$ cat src/rtl/mux_pkg.sv
// Shared helpers and constants for the cascaded mux pipeline.
package mux_pkg;

    localparam int ERR_CNT_W = 8;

    // Index width for an N-way select, never narrower than one bit.
    function automatic int clog2_min1(input int n);
        return (n <= 2) ? 1 : $clog2(n);
    endfunction

endpackage

$ cat src/rtl/mux_nto1_range.sv
// Combinational N-to-1 word select with an out-of-range flag.
module mux_nto1_range
    import mux_pkg::*;
#(
    parameter int WIDTH = 8,
    parameter int N     = 4,
    localparam int IDX_W = clog2_min1(N)
) (
    input  logic [N*WIDTH-1:0] vec_in,
    input  logic [IDX_W-1:0]   idx,
    output logic [WIDTH-1:0]   word_out,
    output logic               oor
);

    // Decode the index; any unmatched index reads as zero and raises oor.
    always_comb begin
        word_out = '0;
        oor      = 1'b1;
        for (int unsigned i = 0; i < N; i++) begin
            if (idx == IDX_W'(i)) begin
                word_out = vec_in[i*WIDTH +: WIDTH];
                oor      = 1'b0;
            end
        end
    end

endmodule

$ cat src/rtl/mux_cascade_pipe.sv
// Two-stage pipelined cascaded mux: sel picks a code, the code picks a data word.
// Valid/ready handshake with full back-pressure and a saturating error count.
module mux_cascade_pipe
    import mux_pkg::*;
#(
    parameter int WIDTH  = 8,
    parameter int N_DATA = 4,
    parameter int N_CTRL = 2,
    parameter int DSEL_W = $clog2(N_DATA),
    parameter int CSEL_W = $clog2(N_CTRL)
) (
    input  logic                      clk,
    input  logic                      rst_n,
    input  logic                      in_valid,
    output logic                      in_ready,
    input  logic [CSEL_W-1:0]         sel,
    input  logic [N_CTRL*DSEL_W-1:0]  ctrl_codes,
    input  logic [N_DATA*WIDTH-1:0]   data_in,
    output logic                      out_valid,
    input  logic                      out_ready,
    output logic [WIDTH-1:0]          y,
    output logic                      y_err,
    output logic [ERR_CNT_W-1:0]      err_cnt
);

    logic                     s2_en;
    logic                     s1_en;

    logic                     s1_v_q,      s1_v_d;
    logic [DSEL_W-1:0]        s1_code_q,   s1_code_d;
    logic                     s1_selerr_q, s1_selerr_d;
    logic [N_DATA*WIDTH-1:0]  s1_data_q,   s1_data_d;

    logic                     out_valid_q, out_valid_d;
    logic [WIDTH-1:0]         y_q,         y_d;
    logic                     y_err_q,     y_err_d;
    logic [ERR_CNT_W-1:0]     err_cnt_q,   err_cnt_d;

    logic [DSEL_W-1:0]        code_word;
    logic                     code_oor;
    logic [WIDTH-1:0]         data_word;
    logic                     data_oor;

    mux_nto1_range #(
        .WIDTH (DSEL_W),
        .N     (N_CTRL)
    ) u_code_mux (
        .vec_in   (ctrl_codes),
        .idx      (sel),
        .word_out (code_word),
        .oor      (code_oor)
    );

    mux_nto1_range #(
        .WIDTH (WIDTH),
        .N     (N_DATA)
    ) u_data_mux (
        .vec_in   (s1_data_q),
        .idx      (s1_code_q),
        .word_out (data_word),
        .oor      (data_oor)
    );

    // Advance enables depend only on registered state, never on in_valid.
    always_comb begin
        s2_en = !out_valid_q || out_ready;
        s1_en = !s1_v_q || s2_en;
    end

    // Next-state for both stage banks and the error counter.
    always_comb begin
        s1_v_d      = s1_v_q;
        s1_code_d   = s1_code_q;
        s1_selerr_d = s1_selerr_q;
        s1_data_d   = s1_data_q;
        out_valid_d = out_valid_q;
        y_d         = y_q;
        y_err_d     = y_err_q;
        err_cnt_d   = err_cnt_q;

        if (s1_en) begin
            s1_v_d      = in_valid;
            s1_code_d   = code_word;
            s1_selerr_d = code_oor;
            s1_data_d   = data_in;
        end

        if (s2_en) begin
            out_valid_d = s1_v_q;
            y_d         = s1_selerr_q ? '0 : data_word;
            y_err_d     = s1_selerr_q || data_oor;
        end

        if (out_valid_q && out_ready && y_err_q && (err_cnt_q != '1)) begin
            err_cnt_d = err_cnt_q + ERR_CNT_W'(1);
        end
    end

    // State registers with asynchronous active-low reset.
    always_ff @(posedge clk or negedge rst_n) begin
        if (!rst_n) begin
            s1_v_q      <= 1'b0;
            s1_code_q   <= '0;
            s1_selerr_q <= 1'b0;
            s1_data_q   <= '0;
            out_valid_q <= 1'b0;
            y_q         <= '0;
            y_err_q     <= 1'b0;
            err_cnt_q   <= '0;
        end else begin
            s1_v_q      <= s1_v_d;
            s1_code_q   <= s1_code_d;
            s1_selerr_q <= s1_selerr_d;
            s1_data_q   <= s1_data_d;
            out_valid_q <= out_valid_d;
            y_q         <= y_d;
            y_err_q     <= y_err_d;
            err_cnt_q   <= err_cnt_d;
        end
    end

    assign in_ready  = s1_en;
    assign out_valid = out_valid_q;
    assign y         = y_q;
    assign y_err     = y_err_q;
    assign err_cnt   = err_cnt_q;

endmodule

$ cat config.mk
export PLATFORM = sky130hd
export DESIGN_NAME = mux_cascade_pipe
export DESIGN_NICKNAME = d
export VERILOG_FILES = /design/src/rtl/mux_pkg.sv /design/src/rtl/mux_nto1_range.sv /design/src/rtl/mux_cascade_pipe.sv
export SDC_FILE = /design/constraint.sdc
export NUM_CORES = 1
export LEC_CHECK = 0
export BUFFER_PORTS_ARGS = -buffer_cell sky130_fd_sc_hd__buf_2
export CAP_MARGIN = 20
export CORE_MARGIN = 10
export CORE_UTILIZATION = 50
export CTS_CLUSTER_SIZE = 30
export DETAILED_ROUTE_END_ITERATION = 10
export PLACE_DENSITY = 0.76
export SLEW_MARGIN = 25
export SYNTH_ARGS = -nofsm -noshare
export SYNTH_HDL_FRONTEND = slang
export SYNTH_SLANG_ARGS = --single-unit
export TNS_END_PERCENT = 1
$ cat constraint.sdc
create_clock -name clk -period 1.8 [get_ports clk]
set_clock_uncertainty 0.05 [all_clocks]
set_input_delay 0.09 -clock clk [delete_from_list [all_inputs] [get_ports clk]]
set_output_delay 0.09 -clock clk [all_outputs]
set_load 0.005 [all_outputs]
Word level (Yosys, flattened, before mapping) --
Index checks and enable logic that the tools add are counted.
Storage, ports and cells: word-level logic and storage cells 29, output and inout bits 19, input port bits 41, register bits after elaboration 53
Cells by class: reductions and logical operators 8, equal/unequal tests 4, add/sub/neg operators 1, mux-type cells 9
Operators with widths (number):
- 2-to-1 mux 8 bit | 4
- adder 8 x 1 -> 8 bit (second input constant) | 1
- inequality test 8 bit (second input constant) | 1
- == test 2 bit (second input constant) | 2
- 2-to-1 mux 1 bit | 4
- logical AND 1 bit | 3
- == test 2 x 1 -> 1 bit (second input constant) | 1
- logical NOT 1 bit | 2
- logical NOT 2 bit | 1
- logical OR 1 bit | 2
- 2-to-1 mux 2 bit | 1

Logic depth before layout (Yosys ltp) --
depth in word-level cells 5, mapped depth 5, gate-level depth less buffers 4

Modules after synthesis --
Synthesis repeated with hierarchy kept, for this count alone.
Second synthesis, totals: cells, all modules 169, area, all modules 2518.7 um^2
By module, submodules not included:
- mux_cascade_pipe | cells an instance 153, sequential area each 1351.3 um^2, area each 2277.2 um^2, times used 1
- mux_nto1_range at u_data_mux | cells an instance 12, sequential area each 0.0 um^2, area each 207.7 um^2, times used 1
- mux_nto1_range at u_code_mux | cells an instance 4, sequential area each 0.0 um^2, area each 33.8 um^2, times used 1

Worst setup path before layout --
Ideal clock, no wire load.
kind reg2reg, start point register err_cnt_q[0] (netlist: err_cnt[0]), end point register err_cnt_q[1] (netlist: err_cnt[1]), cell stages (with the launch flop) 5, slack 331 ps, buffers on the path 0, data arrival time 1294 ps, setup time 125 ps, period minus slack after synthesis 1469 ps, required time 1625 ps, cells stage by stage dfrtp_1 -> ha_1 -> nand3_1 -> o21ai_1 -> mux2_2
On the way: longest elaborated chain between the ends 2, elaborated cells between the ends (all ways) 3, those cells by class add/sub: 1; eq/ne: 1; reduce/logical: 1
RTL lines:
- start: declaration | line mux_cascade_pipe.sv:37 | logic [ERR_CNT_W-1:0] err_cnt_q, err_cnt_d;
- start signal: assignment | line mux_cascade_pipe.sv:118 | err_cnt_q <= err_cnt_d;
- branches (longest 2 deep; another with adder 8 x 1 -> 8 bit)
Parallel ways; which one is timed is not known. A chain may end at the register's enable or synchronous reset.

Worst setup path after layout --
Same ends and word-level chain as after synthesis.

==> flow_summary.toml <==
[layout]
area_growth_pct = 36.3
antennaDiodeCount = 0
final_nets = 293
instances_no_fill = 304
design_area_um2 = 3180
drive_gt1_share_pct = 49.6

[timing]
max_freq_mhz = 641
fin_crit_ps = 1560
fin_ws_ps = 241
hold_viol = 0
finalCritPeriodShare_pct = 86.6
finalSetupViolations = 0
setup_tns_ps = 0
worstMarginPinSlew_ps = 489
max_slew_margin_pct = 67.4
drv_slew = 0
rsz0062_at_grt = "false"

[critical_path]
crit_required_ps = 1940
crit_family = "flip-flops"
cp_slowest_cell = "dfrtp_1"
critical_path_class = "register to register"
cp.arrival_ps = 1700
endpoint_kind = "register"
crit_chain = "ha_1 > nand3_1 > o21ai_1 > mux2_2"
cp_max_fo = 6
critical_path_buf_inv_count = 0
max_stage_delay_ps = 390
worstSetupStartpointType = "register"

[logic_synthesis]
synth_nets = 195
ys_seq_elements = 53
yosysWarnings = 0
synth_area_um2 = 2330
async_reset_ff_share_pct = 100
synth-main-ff-cell = "dfrtp_1"
synth_edf_count = 0
ys_seq_area_share_pct = 56.9
avgSynthCellArea_um2 = 15.2
synth_cell_types = 23
synth_cells = 153

[global_route]
grt_max_degree = 35
grt_usage_pct = 14.1
grt_pass1_wl_mm = 8.70
antenna_found_initial = 0
grt_overflow = 0
grt_pass1_vias = 1753

[placed_design]
placedCellCount = 262
portBuffers = 59
hpwl_mm = 3.57
post-place-ws_ps = 247
placed_area_um2 = 2700
gp_congestion = 0.881

[power_and_ir_drop]
vdd_drop_max_uv = 531
p_total_mw = 2.85
p_leak_nw = 1.49
powerDensity_nw_per_um2 = 896

[min_path]
hold_path.class = "input pin to register"

[clock_network]
clkTransAtPathRegs_ps = 90
clock_path_buffers = 2
clock_latency_ps = 300
htreeDepth = 2
post_cts_resized = 0
cts_sinks = 53
cts_root_buf = "clkbuf_8"
numCtsBuffers = 5
cts_tree = "yes"

[route]
drc_errors = 0
dr.pass1.iters = 4
route.antenna.remaining_nets = 0
drt_iter0_markers = 64
wl_mm = 5.08
wl_per_cell_um = 16.7
via_count = 1598
viasPerCell = 5.26

[die]
die-area_um2 = 7790
io_pins = 60
initial_core_util_pct = 52.4
rows = 24
die_x_um = 88.3
die_h_um = 88.3
core_um2 = 4440

[flow_run]
cap_violations = 0

[run_status]
status = "completed"
-- worst reg2reg max path, delay by kind of cell (launching register included) --
| family | cells | cell delay [ps] |
|---|---|---|
| DFF | 1 | 390 |
| muxes | 1 | 360 |
| adders and majority gates | 1 | 260 |
| AOI/OAI and AO/OA | 1 | 240 |
| and+or+nand+nor | 1 | 150 |
-- kinds of logic (layout without fill, tap and decap cells) --
logic type               count (synthesis)  count (layout)  share of synthesized area, %
adder cells (fa/ha/maj)                  1               1                         0.537
AND/OR/NAND/NOR                         26              26                          5.74
buffers and inverters                   10             109                          2.79
multiplexers                            55              55                          31.6
XOR/XNOR                                 1               1                         0.376
flip-flops                              53              53                          56.9
AO/OA/AOI/OAI                            7               7                          2.04
-- final cells by class --
type                    instances  area, um2
flip-flops and latches         53       1330
fillers                       308       1270
multi-input cells              90        940
repair buffers                 99        706
clock buffers                   5       68.8
clock inverters                 3       65.1
well taps                      52       65.1
inverters                       2       7.51
-- cell usage in the layout (no fill, tap or decap), types with 5 or more instances in the layout --
cell and n:
nand2b_1 5, dlygate4sd3_1 34, clkbuf_8 5, mux2_2 36
buf_2 59, nor2_1 6, mux2_4 8, mux4_2 8
dfrtp_1 53
-- worst paths after layout --
path	startpoint	end	slack [ps]	cells past startpoint
max	err_cnt[0]	err_cnt[1]	240	4
min	ctrl_codes[1]	s1_code_q[1]	40	3
max reg2reg	err_cnt[0]	err_cnt[1]	240	4
min reg2reg	s1_v_q	out_valid	410	1
max in group asynchronous	rst_n	s1_data_q[25]	930	3
min in group asynchronous	rst_n	s1_data_q[29]	220	2
-- cells in the mapped netlist (4+ instances only) --
| master | n | area (um2) |
|---|---|---|
| buf_2 | 4 | 20.0 |
| mux2_4 | 8 | 120 |
| a21oi_1 | 4 | 20.0 |
| nand2b_1 | 5 | 31.3 |
| mux2_2 | 36 | 405 |
| mux4_2 | 8 | 180 |
| dfrtp_1 | 53 | 1330 |
| nor2_1 | 6 | 22.5 |
| nand2_1 | 4 | 15.0 |
-- metal layers --
metal / wire, um / vias to the layer above / global-route usage, %
li1: - / 754 / -
met5: 0 / - / 0
met2: 2480 / 59 / 22.7
met4: 23 / 0 / 3.08
met1: 2160 / 783 / 17.8
met3: 407 / 2 / 5.42
-- power by group --
part	internal, mW	switching, mW
clock network	0.552	0.376
logic	0.345	0.171
registers	1.32	0.0823
total	2.22	0.630
-- metrics by stage --
stage                     hold slack [ps]  util (%)
after floorplan                      -256         -
after global placement               21.0      60.8
after detailed placement             27.5      60.8
after CTS                            29.8      71.5
after global routing                 50.1      71.5
final                                35.2      71.5
-- repair_timing --
| item | CTS | global route |
|---|---|---|
| buffers inserted | 0 | 0 |
| hold endpoints to repair | 52 | 0 |
| setup endpoints to repair | 0 | 0 |
| hold buffers | 34 | 0 |
-- registers in the layout, indices dropped and copies added (netlist names) --
register	count
s1_data_q	32
s1_v_q	1
y_err	1
s1_code_q	2
y	8
err_cnt	8
out_valid	1
Note: power is estimated with default switching activity, not from simulation.
